**src/rtl/connect4_pkg.sv**
```systemverilog
// Shared Connect Four encodings, board geometry defaults and sequencer states.
// No logic; used by move_sequencer, board_clearer and victory_checker.
// No flow control.
package connect4_pkg;

    localparam int C4_NUM_ROWS = 6;
    localparam int C4_NUM_COLS = 7;

    localparam logic [1:0] PIECE_EMPTY = 2'b00;
    localparam logic [1:0] PIECE_P1    = 2'b01;
    localparam logic [1:0] PIECE_P2    = 2'b10;

    localparam logic [1:0] RESULT_NONE = 2'b00;
    localparam logic [1:0] RESULT_P1   = 2'b01;
    localparam logic [1:0] RESULT_P2   = 2'b10;
    localparam logic [1:0] RESULT_DRAW = 2'b11;

    typedef enum logic [2:0] {
        ST_CLEAR,
        ST_IDLE,
        ST_SCAN,
        ST_WRITE,
        ST_VC_START,
        ST_VC_WAIT,
        ST_RESOLVE,
        ST_OVER
    } seq_state_t;

    function automatic logic [1:0] other_player(input logic [1:0] p);
        return (p == PIECE_P1) ? PIECE_P2 : PIECE_P1;
    endfunction

endpackage

```
**src/rtl/board_clearer.sv**
```systemverilog
// Column-major cell address walker used while wiping the board.
// Advances one cell per enabled cycle; done flags the last cell.
// No backpressure: the caller gates progress with en.
module board_clearer
    import connect4_pkg::*;
#(
    parameter int NUM_ROWS = C4_NUM_ROWS,
    parameter int NUM_COLS = C4_NUM_COLS
) (
    input  logic       clk,
    input  logic       rst_n,
    input  logic       en,
    output logic [2:0] row,
    output logic [2:0] col,
    output logic       done
);

    localparam logic [2:0] LAST_ROW = 3'(NUM_ROWS - 1);
    localparam logic [2:0] LAST_COL = 3'(NUM_COLS - 1);

    assign done = (row == LAST_ROW) && (col == LAST_COL);

    // Wraps to cell 0 after the last cell so the next clear starts clean.
    always_ff @(posedge clk) begin
        if (!rst_n) begin
            row <= '0;
            col <= '0;
        end else if (en) begin
            if (done) begin
                row <= '0;
                col <= '0;
            end else if (row == LAST_ROW) begin
                row <= '0;
                col <= col + 3'd1;
            end else begin
                row <= row + 3'd1;
            end
        end
    end

endmodule

```
**src/rtl/move_sequencer.sv**
```systemverilog
// Connect Four turn controller: clear, column scan, piece write, win check, resolve. MOVE_TIMER_EN adds a move-timeout forfeit.
// Latency: accept to vc_start is 3 cycles plus one per piece already in the column; clear takes NUM_ROWS*NUM_COLS cycles.
// Backpressure: move_ready is high only in ST_IDLE; new_game is deferred while victory_checker runs.
module move_sequencer
    import connect4_pkg::*;
#(
    parameter int NUM_ROWS       = C4_NUM_ROWS,
    parameter int NUM_COLS       = C4_NUM_COLS,
    parameter int TIMEOUT_CYCLES = 1000000
) (
    input  logic       clk,
    input  logic       rst_n,
    input  logic       new_game,
    input  logic       move_valid,
    input  logic [2:0] move_col,
    output logic       move_ready,
    output logic       illegal_move,
    output logic [2:0] brd_read_row,
    output logic [2:0] brd_read_col,
    input  logic [1:0] brd_data_in,
    output logic       brd_we,
    output logic [2:0] brd_write_row,
    output logic [2:0] brd_write_col,
    output logic [1:0] brd_write_data,
    output logic       vc_start,
    output logic [2:0] vc_move_row,
    output logic [2:0] vc_move_col,
    input  logic [2:0] vc_read_row,
    input  logic [2:0] vc_read_col,
    input  logic       vc_done,
    input  logic [1:0] vc_winner,
    output logic [1:0] current_player,
    output logic       game_over,
    output logic [1:0] result,
    output logic [5:0] move_count
);

    localparam logic [2:0] LAST_ROW   = 3'(NUM_ROWS - 1);
    localparam logic [3:0] NUM_COLS_W = 4'(NUM_COLS);
    localparam logic [5:0] NUM_CELLS  = 6'(NUM_ROWS * NUM_COLS);

    seq_state_t state_q, state_d;

    logic [2:0] col_q, row_q, vc_row_q, vc_col_q;
    logic [1:0] player_q, result_q, winner_q, result_d;
    logic [5:0] count_q;
    logic       game_over_q, illegal_q, ng_pend_q;
    logic       ng_pend_d, illegal_d, take_move, scan_inc, finish, toggle;
    logic       timeout;
    logic [2:0] clr_row, clr_col;
    logic       clr_done, vc_sel;

    board_clearer #(
        .NUM_ROWS (NUM_ROWS),
        .NUM_COLS (NUM_COLS)
    ) u_clearer (
        .clk   (clk),
        .rst_n (rst_n),
        .en    (state_q == ST_CLEAR),
        .row   (clr_row),
        .col   (clr_col),
        .done  (clr_done)
    );

`ifdef MOVE_TIMER_EN
    localparam int TMR_W = $clog2(TIMEOUT_CYCLES);
    localparam logic [TMR_W-1:0] TMR_LAST = TMR_W'(TIMEOUT_CYCLES - 1);
    logic [TMR_W-1:0] timer_q;

    // Any move request in IDLE is either accepted or rejected, so it restarts the count.
    always_ff @(posedge clk) begin
        if (!rst_n) begin
            timer_q <= '0;
        end else if (state_q == ST_IDLE && !move_valid && !new_game) begin
            timer_q <= timer_q + TMR_W'(1);
        end else begin
            timer_q <= '0;
        end
    end

    assign timeout = (state_q == ST_IDLE) && (timer_q == TMR_LAST);
`else
    logic unused_timeout;
    assign unused_timeout = ^TIMEOUT_CYCLES;
    assign timeout        = 1'b0;
`endif

    always_comb begin
        state_d   = state_q;
        illegal_d = 1'b0;
        take_move = 1'b0;
        scan_inc  = 1'b0;
        finish    = 1'b0;
        toggle    = 1'b0;
        result_d  = result_q;
        ng_pend_d = 1'b0;
        case (state_q)
            ST_CLEAR: begin
                if (clr_done) state_d = ST_IDLE;
            end
            ST_IDLE: begin
                if (new_game) begin
                    state_d = ST_CLEAR;
                end else if (move_valid) begin
                    if ({1'b0, move_col} >= NUM_COLS_W) begin
                        illegal_d = 1'b1;
                    end else begin
                        take_move = 1'b1;
                        state_d   = ST_SCAN;
                    end
                end else if (timeout) begin
                    finish   = 1'b1;
                    result_d = other_player(player_q);
                    state_d  = ST_OVER;
                end
            end
            ST_SCAN: begin
                if (new_game) begin
                    state_d = ST_CLEAR;
                end else if (brd_data_in == PIECE_EMPTY) begin
                    state_d = ST_WRITE;
                end else if (row_q == LAST_ROW) begin
                    illegal_d = 1'b1;
                    state_d   = ST_IDLE;
                end else begin
                    scan_inc = 1'b1;
                end
            end
            ST_WRITE:    state_d = new_game ? ST_CLEAR : ST_VC_START;
            ST_VC_START: state_d = new_game ? ST_CLEAR : ST_VC_WAIT;
            ST_VC_WAIT: begin
                // The checker owns the read port here, so a clear must wait for it.
                if (vc_done) begin
                    state_d = (ng_pend_q || new_game) ? ST_CLEAR : ST_RESOLVE;
                end else begin
                    ng_pend_d = ng_pend_q | new_game;
                end
            end
            ST_RESOLVE: begin
                if (new_game) begin
                    state_d = ST_CLEAR;
                end else if (winner_q != RESULT_NONE) begin
                    finish   = 1'b1;
                    result_d = winner_q;
                    state_d  = ST_OVER;
                end else if (count_q == NUM_CELLS) begin
                    finish   = 1'b1;
                    result_d = RESULT_DRAW;
                    state_d  = ST_OVER;
                end else begin
                    toggle  = 1'b1;
                    state_d = ST_IDLE;
                end
            end
            ST_OVER: begin
                if (new_game) state_d = ST_CLEAR;
            end
            default: state_d = ST_CLEAR;
        endcase
    end

    always_ff @(posedge clk) begin
        if (!rst_n) begin
            state_q     <= ST_CLEAR;
            col_q       <= '0;
            row_q       <= '0;
            vc_row_q    <= '0;
            vc_col_q    <= '0;
            player_q    <= PIECE_P1;
            result_q    <= RESULT_NONE;
            winner_q    <= RESULT_NONE;
            count_q     <= '0;
            game_over_q <= 1'b0;
            illegal_q   <= 1'b0;
            ng_pend_q   <= 1'b0;
        end else begin
            state_q   <= state_d;
            illegal_q <= illegal_d;
            ng_pend_q <= ng_pend_d;
            if (take_move) begin
                col_q <= move_col;
                row_q <= '0;
            end
            if (scan_inc) row_q <= row_q + 3'd1;
            if (state_q == ST_WRITE) begin
                count_q  <= count_q + 6'd1;
                vc_row_q <= row_q;
                vc_col_q <= col_q;
            end
            if (state_q == ST_VC_WAIT && vc_done) winner_q <= vc_winner;
            if (state_q == ST_CLEAR && clr_done) begin
                player_q    <= PIECE_P1;
                count_q     <= '0;
                result_q    <= RESULT_NONE;
                game_over_q <= 1'b0;
            end
            if (finish) begin
                result_q    <= result_d;
                game_over_q <= 1'b1;
            end
            if (toggle) player_q <= other_player(player_q);
        end
    end

    assign vc_sel         = (state_q == ST_VC_START) || (state_q == ST_VC_WAIT);
    assign brd_read_row   = vc_sel ? vc_read_row : row_q;
    assign brd_read_col   = vc_sel ? vc_read_col : col_q;

    // Gated by rst_n so the reset-time ST_CLEAR does not strobe a write.
    assign brd_we         = rst_n && ((state_q == ST_CLEAR) || (state_q == ST_WRITE));
    assign brd_write_row  = (state_q == ST_CLEAR) ? clr_row : row_q;
    assign brd_write_col  = (state_q == ST_CLEAR) ? clr_col : col_q;
    assign brd_write_data = (state_q == ST_CLEAR) ? PIECE_EMPTY : player_q;

    assign move_ready     = (state_q == ST_IDLE);
    assign illegal_move   = illegal_q;
    assign vc_start       = (state_q == ST_VC_START);
    assign vc_move_row    = vc_row_q;
    assign vc_move_col    = vc_col_q;
    assign current_player = player_q;
    assign game_over      = game_over_q;
    assign result         = result_q;
    assign move_count     = count_q;

endmodule
```
**config.mk**
```make
export PLATFORM = sky130hd
export DESIGN_NAME = move_sequencer
export DESIGN_NICKNAME = d
export VERILOG_FILES = /design/src/rtl/connect4_pkg.sv /design/src/rtl/board_clearer.sv /design/src/rtl/move_sequencer.sv
export SDC_FILE = /design/constraint.sdc
export NUM_CORES = 1
export LEC_CHECK = 0
export CORE_UTILIZATION = 25
export CTS_CLUSTER_DIAMETER = 200
export DETAILED_ROUTE_END_ITERATION = 10
export PLACE_DENSITY = 0.48
export SYNTH_ARGS = -nofsm -noshare
export SYNTH_HDL_FRONTEND = slang
export SYNTH_HIERARCHICAL = 1
export SYNTH_SLANG_ARGS = --single-unit
```
**constraint.sdc**
```tcl
create_clock -name clk -period 4.3 [get_ports clk]
set_input_delay 0.86 -clock clk [delete_from_list [all_inputs] [get_ports clk]]
set_output_delay 0.86 -clock clk [all_outputs]
set_load 0.005 [all_outputs]
```
---- Word-level counts from Yosys, hierarchy flattened ----
Cells that the tools add are included.
word-level totals
  register bits after elaboration ......... 36
  input port bits ......................... 18
  output and inout bits ................... 35
cells by class
  add/sub/neg operators ................... 4
  $lt $le $gt $ge ......................... 1
  equal/unequal tests ..................... 21
  mux-type cells .......................... 61
  bitwise gates (word level) .............. 3
  reductions and logical operators ........ 19
operators with widths
  cell                 count
  $mux 3               25
  $mux 1               24
  $pmux 3 s8           1
  $eq 3x3->1 const B   7
  $mux 2               10
  $reduce_bool 2->1    5
  $add 3x1->3 const B  3
  $ne 2x2->1 const B   4
  $add 6x1->6 const B  1
  $eq 3x2->1 const B   2
  $eq 6x6->1 const B   1
  $ne 3x3->1 const B   2
  $reduce_and 6->1     1
  $logic_and 1x1->1    4
  $ne 4x4->1 const B   1
  $reduce_and 4->1     1
  $eq 3x1->1 const B   1
  $ge 3x3->1 const B   1
  $logic_not 3->1      1
  $logic_or 1x1->1     3
  $ne 3x1->1 const B   1
  $reduce_or 3->1      1
  $eq 2x1->1 const B   1
  $logic_not 2->1      1
  other kinds (6)      7

---- Depth between registers and ports, before layout ----
  word-level depth ........................ 7
  mapped depth ............................ 8

---- By module ----
Netlist, hierarchy kept.
modules (own cells, without submodules)
  module          instances  cells each  area an instance (um^2)
  move_sequencer  1          191         1647.8
  board_clearer   1          31          307.8

---- Worst setup path after synthesis ----
OpenSTA, ideal clock, no wires.
  path type ............................... register -> output
  from .................................... register state_q[0]
  to ...................................... output brd_write_col[0]
  arrival time ............................ 1396 ps
  required time ........................... 3440 ps
  slack ................................... 2044 ps
  cell stages (with the launch flop) ...... 5
  path through ............................ dfxtp_1 > buf_2 > nor3_2 > buf_4 > mux2_2
between the ends
  cells in the longest elaborated chain, start to end .. 2
ends and longest elaborated chain
  item                      RTL line               RTL
  start: declaration        move_sequencer.sv:42   seq_state_t state_q, state_d;
  start signal: assignment  move_sequencer.sv:177  state_q <= state_d;
  $logic_not 3->1           move_sequencer.sv:212  assign brd_write_col = (state_q == ST_CLEAR) ? clr_col : col_q;
  $mux 3                    move_sequencer.sv:212
  end: declaration          move_sequencer.sv:23   output logic [2:0] brd_write_col,
No other way between the ends.

---- Worst setup path after layout ----
  from .................................... input rst_n
  to ...................................... output brd_we
between the ends
  cells in the longest elaborated chain, start to end .. 1
ends and longest elaborated chain
  item                RTL line               RTL
  start: declaration  move_sequencer.sv:12   input logic rst_n,
  $logic_and 1x1->1   move_sequencer.sv:210  assign brd_we = rst_n && ((state_q == ST_CLEAR) || (state_q == ST_WRITE));
  end: declaration    move_sequencer.sv:21   output logic brd_we,
No other way between the ends.

==> results.json <==
{
  "crit_buf_inv": 4,
  "crit_family": "buffers and inverters",
  "seqPwrFrac_pct": 47.5,
  "cts-root-buf": "clkbuf_8",
  "synth_edf_count": 0,
  "synth_seq_cells": 36,
  "io_pins": 53,
  "viasPerCell": 4.671,
  "cts.sinks": 36,
  "end_kind": "primary output",
  "hpwl_um": 3782,
  "drt_iter0_drc": 72,
  "clk_latency_ns": 0.28,
  "routabilityCongestion": 0.7085,
  "path_cells": "clkdlybuf4s50_1, buf_4, clkinv_1, nor2_1, clkdlybuf4s50_1",
  "core-area_um2": 7408,
  "start_util_pct": 26.40,
  "synth_area_per_cell_um2": 8.809,
  "fmax_ghz": 0.3187,
  "die_y_um": 90.45,
  "grt.total_usage_pct": 13.37,
  "fin_crit_sh_pct": 72.97,
  "maxSlewViolCount": 0,
  "final-setup-viol-count": 0,
  "clk_pin_slew_ns": 0.07,
  "swShare_pct": 27.21,
  "holdWs_ns": 0.4578,
  "vias": 1747,
  "startpoint_type": "input port",
  "hold_buffers": 0,
  "synth_nets": 246,
  "setup_slack_ns": 1.162,
  "firstDrtPassIters": 4,
  "cp.arrival_ns": 2.28,
  "power_density_nw_per_um2": 294.3,
  "fin_util_pct": 35.97,
  "post_cts_buffers": 0,
  "clk_path_buf_depth": 2,
  "grt_pass1_vias": 1683,
  "grt_setup_unrepaired": "false",
  "netlist-cell-type-count": 54,
  "ys_top_cells_by_count": "dfxtp_1, nand2_1, nor2_1",
  "diodes": 0,
  "status": "finished, final reports clean",
  "syn-cell-area_um2": 1956,
  "power.share.combinational_pct": 20.7,
  "ctsResizeCount": 0,
  "cap_violations": 0,
  "irDropWorstVdd_uv": 146.2,
  "yosysSeqAreaShare_pct": 36.85,
  "async_flop_share_pct": 0,
  "worstPathRequired_ns": 3.44,
  "detail_route.wl_per_cell_um": 14.17,
  "syn2layout_area_growth_pct": 36.28,
  "tightest_slew_ns": 0.7220,
  "yosysTopAreaCell": "dfxtp_1",
  "ant_nets": 0,
  "yosysMostFrequentCell": "dfxtp_1",
  "ys.flop_type": "dfxtp_1",
  "p_clk_share_pct": 31.8,
  "antenna_found_initial": 0,
  "drt_wl_total_um": 5298,
  "holdCritPathClass": "reg -> reg",
  "path_max_fanout": 18,
  "synth.area.top_cells": "dfxtp_1, nand2_1, mux2_2, nor2_1, ha_1",
  "leakagePower_uw": 0.0009637,
  "yosys_warnings": 6,
  "cts_tree": "built",
  "numCtsBuffers": 5,
  "relSlewSlack_pct": 51.77,
  "drive_above_1_share_pct": 11.27,
  "numPortBuffers": 52,
  "p_switching_uw": 213.5,
  "max_stage_delay_ns": 0.51,
  "grt_first_pass_wirelength_um": 8666,
  "die_w_um": 90.45,
  "period_needed_ns": 3.138,
  "netlist.area_leader.share_pct": 36.85,
  "p_int_uw": 570.9,
  "hold_viol_final": 0,
  "dieArea_um2": 8180,
  "synth_cells": 222,
  "htree_levels": 2,
  "crit_type": "in -> out",
  "fin_skew_ns": 0.003366,
  "cp_slowest_cell": "clkdlybuf4s50_1",
  "grt_max_degree": 19,
  "nets": 298,
  "drc": 0,
  "crit_top_cell": "clkdlybuf4s50_1",
  "grt_overflow": 0,
  "rows": 31,
  "tns_ns": 0,
  "pre_cts_ws_ns": 1.147
}
==> placed cells by master, fill, tap and decap left out, types with 2 or more instances in the layout <==
master | netlist | routed
a211oi_1 | 2 | 2
a21boi_0 | 2 | 2
a21oi_1 | 10 | 10
a2bb2oi_1 | 2 | 2
and2_1 | 3 | 3
and3_1 | 3 | 3
and3b_1 | 2 | 2
buf_4 | 1 | 5
clkbuf_1 | 5 | 2
clkbuf_8 | 0 | 6
clkdlybuf4s50_1 | 0 | 52
dfxtp_1 | 36 | 36
ha_1 | 6 | 6
inv_1 | 6 | 6
mux2_2 | 10 | 10
mux2i_1 | 6 | 6
nand2_1 | 31 | 31
nand2b_1 | 2 | 2
nand3_1 | 6 | 6
nand3b_1 | 2 | 2
nand4_1 | 4 | 4
nand4b_1 | 2 | 2
nor2_1 | 21 | 21
nor2b_1 | 6 | 6
nor3_1 | 3 | 3
o21a_1 | 2 | 2
o21ai_0 | 8 | 8
o221a_2 | 2 | 2
or2_2 | 2 | 2
or3b_1 | 2 | 2
xor2_1 | 6 | 6
==> worst register-to-register path, delay by kind of cell, from the launching register on <==
| kind | cells | cell delay (ns) |
|---|---|---|
| AO/OA/AOI/OAI | 2 | 0.40 |
| adder cells (fa/ha/maj) | 1 | 0.16 |
| buffers and inverters | 1 | 0.09 |
| flip-flops | 1 | 0.34 |
| multiplexers | 1 | 0.18 |
| AND/OR/NAND/NOR | 3 | 0.73 |
==> registers in the layout, summed over array words and instances (netlist names), 3 cells and up <==
register	cells
col_q	3
move_count	6
row_q	3
state_q	3
u_clearer/col	3
u_clearer/row	3
vc_move_col	3
vc_move_row	3
==> cell families after synthesis <==
family          share of synthesized area (%)
buf+inv                                 4.542
simple gates                            26.30
fa+ha+maj                               3.839
compound gates                          16.96
flops                                   36.85
mux                                     8.829
xor+xnor                                2.687
==> per-stage QoR <==
step / area [µm²] / instances / power [µW]
detailed placement: 2575 / 366 / 542.5
finish: 2665 / 374 / 784.4
global placement: 2575 / 366 / 544.0
global route: 2665 / 374 / 828.3
floorplan: 1956 / 222 / 471.6
CTS: 2665 / 374 / 797.3
==> final timing paths <==
kind | start | to | slack (ns) | cells past startpoint
min | vc_move_col[2] | vc_move_col[2] | 0.46 | 2
min reg2reg | vc_move_col[2] | vc_move_col[2] | 0.46 | 2
max reg2reg | u_clearer/col[0] | state_q[0] | 2.35 | 8
max | rst_n | brd_we | 1.16 | 5
==> power by group through the flow <==
stage | logic (µW) | registers, µW | clock network, µW
floorplan | 103 | 369 | 0
global placement | 163 | 381 | 0
detailed placement | 163 | 380 | 0
CTS | 164 | 372 | 261
global route | 177 | 375 | 276
finish | 162 | 372 | 249
==> area by class of cell <==
class	count	area [µm²]
Timing Repair Buffer	57	558.0
Tap cell	99	123.9
Fill cell	758	4743
Clock buffer	8	90.09
Multi-Input combinational cell	167	1146
Inverter	7	26.28
Sequential cell	36	720.7
==> routing by layer <==
layer  up-vias  GRT usage (%)  part of all wire, %
met2        45          21.25                   46
met5         -              0                    0
met3         2          3.114                  4.3
met4         0          3.629                 0.77
li1        886              -                    -
met1       814          18.06                   49
Note: power is estimated with default switching activity, not from simulation.
